--- config.mk ---
export PLATFORM = sky130hd
export DESIGN_NAME = nvdla_dbb_read_adapter
export DESIGN_NICKNAME = d
export VERILOG_FILES = /design/src/rtl/nvdla_dbb_read_adapter_pkg.sv /design/src/rtl/nvdla_dbb_beat_packer.sv /design/src/rtl/nvdla_dbb_read_adapter.sv
export SDC_FILE = /design/constraint.sdc
export NUM_CORES = 1
export LEC_CHECK = 0
export CORE_MARGIN = 2
export CORE_UTILIZATION = 44
export CTS_CLUSTER_SIZE = 40
export DETAILED_ROUTE_END_ITERATION = 16
export PLACE_DENSITY = 0.77
export SETUP_SLACK_MARGIN = 0.5
export SYNTH_ARGS = -nofsm -noshare
export SYNTH_HDL_FRONTEND = slang
export SYNTH_HIERARCHICAL = 1
export SYNTH_SLANG_ARGS = --single-unit
--- constraint.sdc ---
create_clock -name clk_i -period 2.4 [get_ports clk_i]
set_clock_uncertainty 0.15 [all_clocks]
set_input_delay 0.36 -clock clk_i [delete_from_list [all_inputs] [get_ports clk_i]]
set_output_delay 0.36 -clock clk_i [all_outputs]
set_load 0.02 [all_outputs]
--- src/rtl/nvdla_dbb_read_adapter_pkg.sv ---
// rtl/nvdla_dbb_read_adapter_pkg.sv - shared FSM, streamer-control types and constants for the DBB read adapter
package nvdla_package;

  localparam int NVDLA_DBB_MEMIF_DEFAULT = 64;
  localparam int NVDLA_DBB_WPB           = NVDLA_DBB_MEMIF_DEFAULT / 32;

  typedef enum logic [2:0] {
    IDLE,
    START,
    PACK,
    OUT,
    DRAIN
  } state_dbb_rd_fsm_t;

  typedef struct packed {
    logic        start;
    logic [31:0] base_addr;
    logic [15:0] words;
  } ctrl_dbb_rd_src_t;

  // 32-bit words needed to fill (len+1) beats
  function automatic logic [15:0] dbb_rd_words(input logic [3:0] len, input int wpb);
    return 16'(({28'd0, len} + 32'd1) * 32'(wpb));
  endfunction

endpackage

--- src/rtl/nvdla_dbb_beat_packer.sv ---
// rtl/nvdla_dbb_beat_packer.sv - packs 32-bit stream words little-endian into one DBB beat
module nvdla_dbb_beat_packer
  import nvdla_package::*;
#(
  parameter int WPB = NVDLA_DBB_WPB
) (
  input  logic              clk_i,
  input  logic              rst_i,
  input  logic              clear_i,
  input  logic              in_valid_i,
  input  logic              in_en_i,
  input  logic [31:0]       in_data_i,
  output logic [WPB*32-1:0] beat_o,
  output logic              beat_done_o
);

  localparam int CW = (WPB > 1) ? $clog2(WPB) : 1;

  logic [CW-1:0]     r_word_cnt;
  logic [WPB*32-1:0] r_beat;
  logic              w_hs;
  logic              w_slot_last;

  assign w_hs        = in_valid_i & in_en_i;
  assign w_slot_last = (r_word_cnt == CW'(WPB - 1));
  assign beat_done_o = w_hs & w_slot_last;
  assign beat_o      = r_beat;

  always_ff @(posedge clk_i) begin
    if (rst_i || clear_i) begin
      r_word_cnt <= '0;
      r_beat     <= '0;
    end else if (w_hs) begin
      r_beat[32*r_word_cnt +: 32] <= in_data_i;
      r_word_cnt                  <= w_slot_last ? '0 : r_word_cnt + 1'b1;
    end
  end

endmodule

--- src/rtl/nvdla_dbb_read_adapter.sv ---
// rtl/nvdla_dbb_read_adapter.sv - DBB read request to HWPE streamer fetch and beat return
// NVDLA_DBB_RD_SKID_EN adds a 2-entry output FIFO so packing overlaps beat return.
module nvdla_dbb_read_adapter
  import nvdla_package::*;
#(
  parameter int NVDLA_PRIMARY_MEMIF_WIDTH = NVDLA_DBB_MEMIF_DEFAULT,
  parameter int STREAM_WIDTH              = 32
) (
  input  logic                                 clk_i,
  input  logic                                 rst_i,
  input  logic                                 clear_i,
  input  logic                                 req_valid_i,
  output logic                                 req_ready_o,
  input  logic [31:0]                          req_addr_i,
  input  logic [3:0]                           req_len_i,
  input  logic [7:0]                           req_id_i,
  output logic                                 src_start_o,
  output logic [31:0]                          src_base_addr_o,
  output logic [15:0]                          src_words_o,
  input  logic                                 src_done_i,
  input  logic                                 in_valid_i,
  output logic                                 in_ready_o,
  input  logic [STREAM_WIDTH-1:0]              in_data_i,
  output logic                                 rdat_valid_o,
  input  logic                                 rdat_ready_i,
  output logic [NVDLA_PRIMARY_MEMIF_WIDTH-1:0] rdat_data_o,
  output logic                                 rdat_last_o,
  output logic [7:0]                           rdat_id_o,
  output logic                                 busy_o
);

  localparam int DW = NVDLA_PRIMARY_MEMIF_WIDTH;
  localparam int WPB = DW / 32;
  localparam int AB = $clog2(WPB * 4);
  localparam logic [31:0] ADDR_MASK = ~32'((1 << AB) - 1);

  state_dbb_rd_fsm_t r_state;
  ctrl_dbb_rd_src_t  r_src;
  logic [3:0]        r_len;
  logic [3:0]        r_beat_cnt;
  logic [7:0]        r_id;
  logic              r_done_seen;
  logic [DW-1:0]     w_beat;
  logic              w_beat_done;
  logic              w_in_ready;

  nvdla_dbb_beat_packer #(.WPB(WPB)) u_packer (
    .clk_i      (clk_i),
    .rst_i      (rst_i),
    .clear_i    (clear_i),
    .in_valid_i (in_valid_i),
    .in_en_i    (w_in_ready),
    .in_data_i  (in_data_i),
    .beat_o     (w_beat),
    .beat_done_o(w_beat_done)
  );

`ifdef NVDLA_DBB_RD_SKID_EN
  logic [DW:0] r_fifo [2];
  logic [1:0]  r_fcnt;
  logic        r_rptr;
  logic        r_wptr;
  logic        r_pend;
  logic        r_pend_last;
  logic        w_push;
  logic        w_pop;

  // a completed beat sits in the packer one cycle before it moves into the FIFO
  assign w_in_ready   = (r_state == PACK) && !(r_pend && (r_fcnt == 2'd2));
  assign rdat_valid_o = (r_fcnt != 2'd0);
  assign rdat_data_o  = r_fifo[r_rptr][DW-1:0];
  assign rdat_last_o  = rdat_valid_o && r_fifo[r_rptr][DW];
  assign w_pop        = rdat_valid_o && rdat_ready_i;
  assign w_push       = r_pend && (r_fcnt != 2'd2);

  always_ff @(posedge clk_i) begin
    if (rst_i || clear_i) begin
      for (int i = 0; i < 2; i++) r_fifo[i] <= '0;
      r_fcnt      <= '0;
      r_rptr      <= 1'b0;
      r_wptr      <= 1'b0;
      r_pend      <= 1'b0;
      r_pend_last <= 1'b0;
    end else begin
      if (w_push) begin
        r_fifo[r_wptr] <= {r_pend_last, w_beat};
        r_wptr         <= ~r_wptr;
      end
      if (w_pop) r_rptr <= ~r_rptr;
      if (w_beat_done) begin
        r_pend      <= 1'b1;
        r_pend_last <= (r_beat_cnt == r_len);
      end else if (w_push) begin
        r_pend <= 1'b0;
      end
      r_fcnt <= r_fcnt + {1'b0, w_push} - {1'b0, w_pop};
    end
  end
`else
  assign w_in_ready   = (r_state == PACK);
  assign rdat_valid_o = (r_state == OUT);
  assign rdat_data_o  = w_beat;
  assign rdat_last_o  = (r_state == OUT) && (r_beat_cnt == r_len);
`endif

  assign in_ready_o      = w_in_ready;
  assign req_ready_o     = (r_state == IDLE);
  assign busy_o          = (r_state != IDLE);
  assign rdat_id_o       = r_id;
  assign src_start_o     = r_src.start;
  assign src_base_addr_o = r_src.base_addr;
  assign src_words_o     = r_src.words;

  always_ff @(posedge clk_i) begin
    if (rst_i || clear_i) begin
      r_state     <= IDLE;
      r_src       <= '0;
      r_len       <= '0;
      r_id        <= '0;
      r_beat_cnt  <= '0;
      r_done_seen <= 1'b0;
    end else begin
      r_src.start <= 1'b0;
      case (r_state)
        IDLE: begin
          if (req_valid_i) begin
            r_src       <= '{start: 1'b1, base_addr: req_addr_i & ADDR_MASK,
                             words: dbb_rd_words(req_len_i, WPB)};
            r_len       <= req_len_i;
            r_id        <= req_id_i;
            r_beat_cnt  <= '0;
            r_done_seen <= 1'b0;
            r_state     <= START;
          end
        end
        START: r_state <= PACK;
        PACK: begin
          if (src_done_i) r_done_seen <= 1'b1;
          if (w_beat_done) begin
`ifdef NVDLA_DBB_RD_SKID_EN
            if (r_beat_cnt == r_len) r_state <= OUT;
            else r_beat_cnt <= r_beat_cnt + 4'd1;
`else
            r_state <= OUT;
`endif
          end
        end
        OUT: begin
          if (src_done_i) r_done_seen <= 1'b1;
`ifdef NVDLA_DBB_RD_SKID_EN
          if (w_pop && rdat_last_o) r_state <= DRAIN;
`else
          if (rdat_ready_i) begin
            if (rdat_last_o) begin
              r_state <= DRAIN;
            end else begin
              r_beat_cnt <= r_beat_cnt + 4'd1;
              r_state    <= PACK;
            end
          end
`endif
        end
        DRAIN: begin
          if (src_done_i || r_done_seen) begin
            r_done_seen <= 1'b0;
            r_state     <= IDLE;
          end
        end
        default: r_state <= IDLE;
      endcase
    end
  end

endmodule

==> summary.md, run 1 <==
| Metric | Value |
|---|---|
| CTS Buf Count | 17 |
| First-pass GRT wire length | 22400 microns |
| Mux cell area share after synthesis | 0.125 |
| DR vias | 4519 |
| Post-synthesis sequential area ratio | 0.453 |
| Fin crit period | 2.00 ns |
| Mapped Cells | 535 |
| Crit path DAT | 1.49 ns |
| Commonest non-fill, non-tap cell in the layout | clkdlybuf4s50_1 |
| RSZ-0062 raised after global routing | yes |
| Crit-path max cell delay | 0.36 ns |
| Clock Latency Late Sink | 0.41 ns |
| Post-Synth Adder-Cell Area | 0.00472 |
| Worst vdd ir | 0.000365 V |
| Final core occ | 0.674 |
| ANT cells | 0 |
| Worst Max-Slew Pin Slew | 0.509 ns |
| Comb pwr share | 0.086 |
| Final Hold Vio Count | 0 |
| Gr usage total | 0.218 |
| GRT Residual Overflow | 0 |
| Fin worst setup slack | 0.405 ns |
| Dpl cell area | 0.00714 sq mm |
| Critical-path top delay cell | dfxtp_4 |
| CORE AREA | 0.0119 sq mm |
| Starting DRT DRC Count | 245 |
| Setup crit end kind | output port |
| Number of nets in the layout | 803 |
| Die Y | 114 microns |
| DRC viols | 0 |
| Synth Area in XOR/XNOR | 0.00992 |
| Post-Route WL | 14300 microns |
| Worst Hold Class | input pin to register |
| Clk slew on worst S/H paths | 0.05 ns |
| PD cells | 657 mW/mm^2 |
| Sw Share | 0.220 |
| Fin. max-slew vios | 0 |
| Vias in the first global route | 4398 |
| Crit path cell chain | xnor2_2 -> and4_1 -> and2_4 -> buf_6 |
| Most frequent cells in the layout | clkdlybuf4s50_1, dfxtp_1, or3b_1 |
| Final Cell Area | 0.00800 sq mm |
| Initial antenna violation count | 0 |
| Complex-gate fraction of the synthesized area | 0.0664 |
| Share of total power in sequential cells | 0.388 |
| Post-synth cell types | 39 |
| Synth Warn # | 6 |
| Max Cap Violations | 0 |
| DR pass1 iterations | 4 |
| Die X | 114 microns |
| # IOs | 209 |
| Power Internal | 4100 uW |
| Fmax | 501 MHz |
| CP Data Required Time | 1.89 ns |
| Clock power frac | 0.526 |
| Status | completed |
| Worst-case clock buffer depth | 2 |
| Largest family of logic cells by synthesized area | simple AND/OR/NAND/NOR gates |
| Fin crit share | 0.831 |
| Simple-Gate Fraction of Synth Area | 0.257 |
| P&R area growth vs syn | 50.9% |
| Mapped cell area | 0.00530 sq mm |
| Total die area | 0.0129 sq mm |
| Avg Inst Size Synth | 9.90 sq um |
| Sw power | 1160 uW |
| Clk sinks | 120 |
| Setup CP Type | register to output port |
| Worst slew margin | 0.661 |
| Pleak | 0.00409 uW |
| Antenna-violating nets left | 0 |
| Std cell rows | 40 |
| CTS tree | yes |
| Largest net degree at the start of global routing | 47 |
| Routability cong. | 0.730 |
| # setup viols final | 0 |
| Vias per inst | 5.15 |
| DP HPWL | 9460 microns |
| CP Max Fanout | 4 |
| Hold-fix buffers, CTS | 0 |
| Worst path top cell family by delay | simple AND/OR/NAND/NOR gates |
| Buf/Inv on CP | 1 |
| Initial Util | 0.447 |
| Flops & latches, synth | 120 |
| Port Buf Inserts | 191 |
| Layout cells sized above 1 | 0.111 |
| Startpoint types | register |
| CTS H-tree lvls | 4 |
| Setup TNS | 0 ns |
| WL/cell | 16.2 microns |
| Place WS | 0.294 ns |
| CTS root buf | clkbuf_16 |
## area by class of cell
type                       count  area [sq um]
tap                          147           184
clock inverter                14           204
sequential                   120          2420
multi-input combinational    364          2550
timing repair buffer         211          2180
clock buffer                  18           439
fill                         924          3860
inverter                       4          15.0
## registers in the layout (all words and copies together) (netlist names), 3 cells and up
register / count
u_packer/beat_o: 64
rdat_id_o: 8
r_beat_cnt: 4
src_base_addr_o: 29
src_words_o: 5
r_len: 4
r_state: 3
## power by group through the flow
stage | clock network [uW] | registers, uW | logic, uW
2_1_floorplan | 0 | 2110 | 231
3_3_place_gp | 0 | 2080 | 437
3_5_place_dp | 0 | 2080 | 447
4_1_cts | 2810 | 2040 | 455
5_1_grt | 2910 | 2040 | 490
6_report | 2760 | 2040 | 454
## worst reg2reg max path, cell delays in order, from the launching register on
cell	delay [ns]
dfxtp_4	0.38
nor3_4	0.27
buf_4	0.17
and2_1	0.17
buf_4	0.29
nand4_1	0.14
a21oi_1	0.15
## kinds of logic after synthesis
group           count (synthesis)
other cells                     1
fa+ha+maj                       2
compound gates                 60
simple gates                  216
mux                            66
xor+xnor                        6
flops                         120
buf+inv                        64
## repair_timing
item / 4_1_cts / 5_1_grt
pin swaps: 2 / 5
hold endpoints to repair: 0 / 0
setup buffers: 3 / 3
resized for setup: 36 / 70
setup endpoints to repair: 16 / 64
## routing by layer
metal | global-route usage | vias to the layer above | wire length, microns
li1 | - | 2203 | -
met1 | 0.257 | 2150 | 5900
met2 | 0.371 | 139 | 7310
met3 | 0.0648 | 27 | 720
met4 | 0.0902 | 0 | 333
met5 | 0 | - | 0
## stage by stage
step                      total power, uW  cells  hold WS (ns)
after floorplan                      2340    548         0.299
after global placement               2520    840         0.292
after detailed placement             2530    840         0.296
after CTS                            5300    875         0.260
after global routing                 5440    878         0.283
final                                5250    878         0.248
## path summary, 6_finish.rpt
path	start	to	slack, ns	cells after the start
max	r_beat_cnt[1]	rdat_last_o	0.40	4
min	clear_i	r_beat_cnt[3]	0.25	3
max reg2reg	r_state[2]	src_words_o[5]	0.61	6
min reg2reg	src_base_addr_o[3]	src_base_addr_o[3]	0.30	2
## cells in the mapped netlist
master	number	area share
or2_0	1	0.0012
dlymetal6s2s_1	2	0.0047
nand2_1	89	0.063
a41oi_1	1	0.0017
a21oi_1	45	0.043
a211o_1	1	0.0017
mux2i_1	66	0.12
nand4b_1	1	0.0017
nor2_1	8	0.0057
o21a_1	1	0.0014
buf_2	13	0.012
conb_1	1	0.00071
ha_1	2	0.0047
nor3_1	1	0.00094
a211oi_2	2	0.0047
o21ai_0	4	0.0038
xor2_1	1	0.0017
and2_1	2	0.0024
xnor2_1	5	0.0083
a22oi_1	2	0.0028
inv_1	4	0.0028
or3b_1	96	0.16
a41oi_2	1	0.0031
buf_4	20	0.028
dfxtp_1	120	0.45
nand3b_1	1	0.0014
a211oi_1	1	0.0014
o31ai_1	1	0.0014
buf_6	11	0.023
or3_1	2	0.0024
and4_1	1	0.0017
nor3b_1	1	0.0014
a21bo_2	1	0.0019
nand3_1	8	0.0076
nor3_4	1	0.0031
buf_8	1	0.0028
and3b_1	2	0.0033
clkbuf_1	13	0.0092
nand4_1	2	0.0024
(Power assumes the default switching activity.)
==> inputs of run 2 (changes only) <==
==> constraint.sdc (replaced) <==
create_clock -name clk_i -period 2 [get_ports clk_i]
set_clock_uncertainty 0.15 [all_clocks]
set_input_delay 0.3 -clock clk_i [delete_from_list [all_inputs] [get_ports clk_i]]
set_output_delay 0.3 -clock clk_i [all_outputs]
set_load 0.02 [all_outputs]
==> run 2 against run 1 <==
Against the previous run:
- global-route usage is 5.7 points higher
- worst hold slack better by 0.038 ns
- flip-flop and latch count unchanged
- largest power group unchanged
- critical endpoint unchanged
==> summary.md, run 2 (same netlist as run 1, synthesis figures left out) <==
| Metric | Value |
|---|---|
| Status | completed |
| Fmax | 508 MHz |
| GRT Residual Overflow | 0 |
| Commonest non-fill, non-tap cell in the layout | dfxtp_1 |
| Max Cap Violations | 0 |
| Port Buf Inserts | 191 |
| Die Y | 114 microns |
| Multi-input logic area | 0.00328 sq mm |
| Clock Latency Late Sink | 0.42 ns |
| Fin. max-slew vios | 0 |
| DR pass1 iterations | 5 |
| Die X | 114 microns |
| CP Data Required Time | 1.55 ns |
| Largest net degree at the start of global routing | 79 |
| Antenna-violating nets left | 0 |
| CTS root buf | clkbuf_16 |
| DP HPWL | 9390 microns |
| Register area | 0.00242 sq mm |
| Clk sinks | 120 |
| Design Power | 6600 uW |
| Setup TNS | 0 ns |
| Final hold slack | 0.286 ns |
| Worst Max-Slew Pin Slew | 0.533 ns |
| Routability cong. | 0.769 |
| Vias in the first global route | 5152 |
| Max reg flops | 64 |
| Initial Util | 0.447 |
| WL/cell | 21.5 microns |
| Initial antenna violation count | 0 |
| First-pass GRT wire length | 27500 microns |
| # IOs | 209 |
| Clk slew on worst S/H paths | 0.06 ns |
| Fin crit period | 1.97 ns |
| Layout fillers | 679 |
| CTS Buf Count | 17 |
| Post-Route WL | 20000 microns |
| Pleak | 0.00398 uW |
| Setup CP Type | register to output port |
| Number of nets in the layout | 857 |
| Vias per inst | 5.50 |
| Startpoint types | register |
| CP Max Fanout | 2 |
| Gr usage total | 0.275 |
| Crit path DAT | 1.52 ns |
| # setup viols final | 0 |
| CTS H-tree lvls | 4 |
| Starting DRT DRC Count | 277 |
| Most frequent cells in the layout | dfxtp_1, or3b_1, clkdlybuf4s50_1 |
| Std cell rows | 40 |
| Setup crit end kind | output port |
| PD cells | 693 mW/mm^2 |
| Final Hold Vio Count | 0 |
| DRC viols | 0 |
| Worst-case clock buffer depth | 2 |
| P&R area growth vs syn | 79.6% |
| CTS tree | yes |
| Worst vdd ir | 0.000634 V |
| Worst slew margin | 0.643 |
| DR vias | 5127 |
| Layout cells sized above 1 | 0.473 |
| Hold-fix buffers, CTS | 0 |
| RSZ-0062 raised after global routing | yes |
| ANT cells | 0 |
| Worst Hold Class | input pin to register |
| Fin crit share | 0.985 |
| Total die area | 0.0129 sq mm |
| CORE AREA | 0.0119 sq mm |
==> run 2: final timing paths <==
check / to / depth (start not counted) / slack (ns) / startpoint
worst max-delay path: rdat_last_o / 4 / 0.03 / r_len[0]
worst min-delay path: rdat_id_o[4] / 3 / 0.29 / req_id_i[4]
worst max register to register: r_state[0] / 10 / 0.09 / r_state[0]
worst min register to register: src_base_addr_o[11] / 2 / 0.32 / src_base_addr_o[11]
==> run 2: stage by stage <==
stage	cells	util	cell area, sq um	setup slack [ns]
floorplan	548	-	5400	0.231
global placement	847	0.611	7240	0.0486
detailed placement	847	0.611	7240	0.0394
CTS	917	0.769	9120	0.136
global route	932	0.802	9520	-0.0337
finish	932	0.802	9520	0.0298
==> run 2: metal layers <==
metal  up-vias  routed length (microns)  track usage
met5         -                        0            0
met3        63                     1120       0.0659
met2       224                    10300        0.475
met4         0                      875        0.133
met1      2510                     7710        0.320
li1       2330                        -            -
==> run 2: worst max-delay path, cell delays in order, from the launching register on <==
cell and delay, ns:
dfxtp_2 0.35, xnor2_2 0.22, and4_4 0.27, and2_4 0.15, buf_6 0.11
==> run 2: where the power goes <==
part / internal [uW] / switching, uW / total (uW)
logic: 497 / 478 / 974
registers: 2430 / 36.3 / 2460
clock network: 2020 / 1150 / 3160
==> run 2: area by class of cell <==
cell class | count | area share
tap | 147 | 0.0193
clock buffer | 20 | 0.0480
multi-input combinational | 365 | 0.344
clock inverter | 12 | 0.0158
timing repair buffer | 264 | 0.316
inverter | 4 | 0.00184
sequential | 120 | 0.255
==> run 2: what timing repair did <==
item,CTS,global route
pin swaps,59,60
gates resized for setup,489,165
gates cloned,20,2
endpoints found under the hold margin,0,0
endpoints found under the setup margin,224,167
setup buffers,18,13
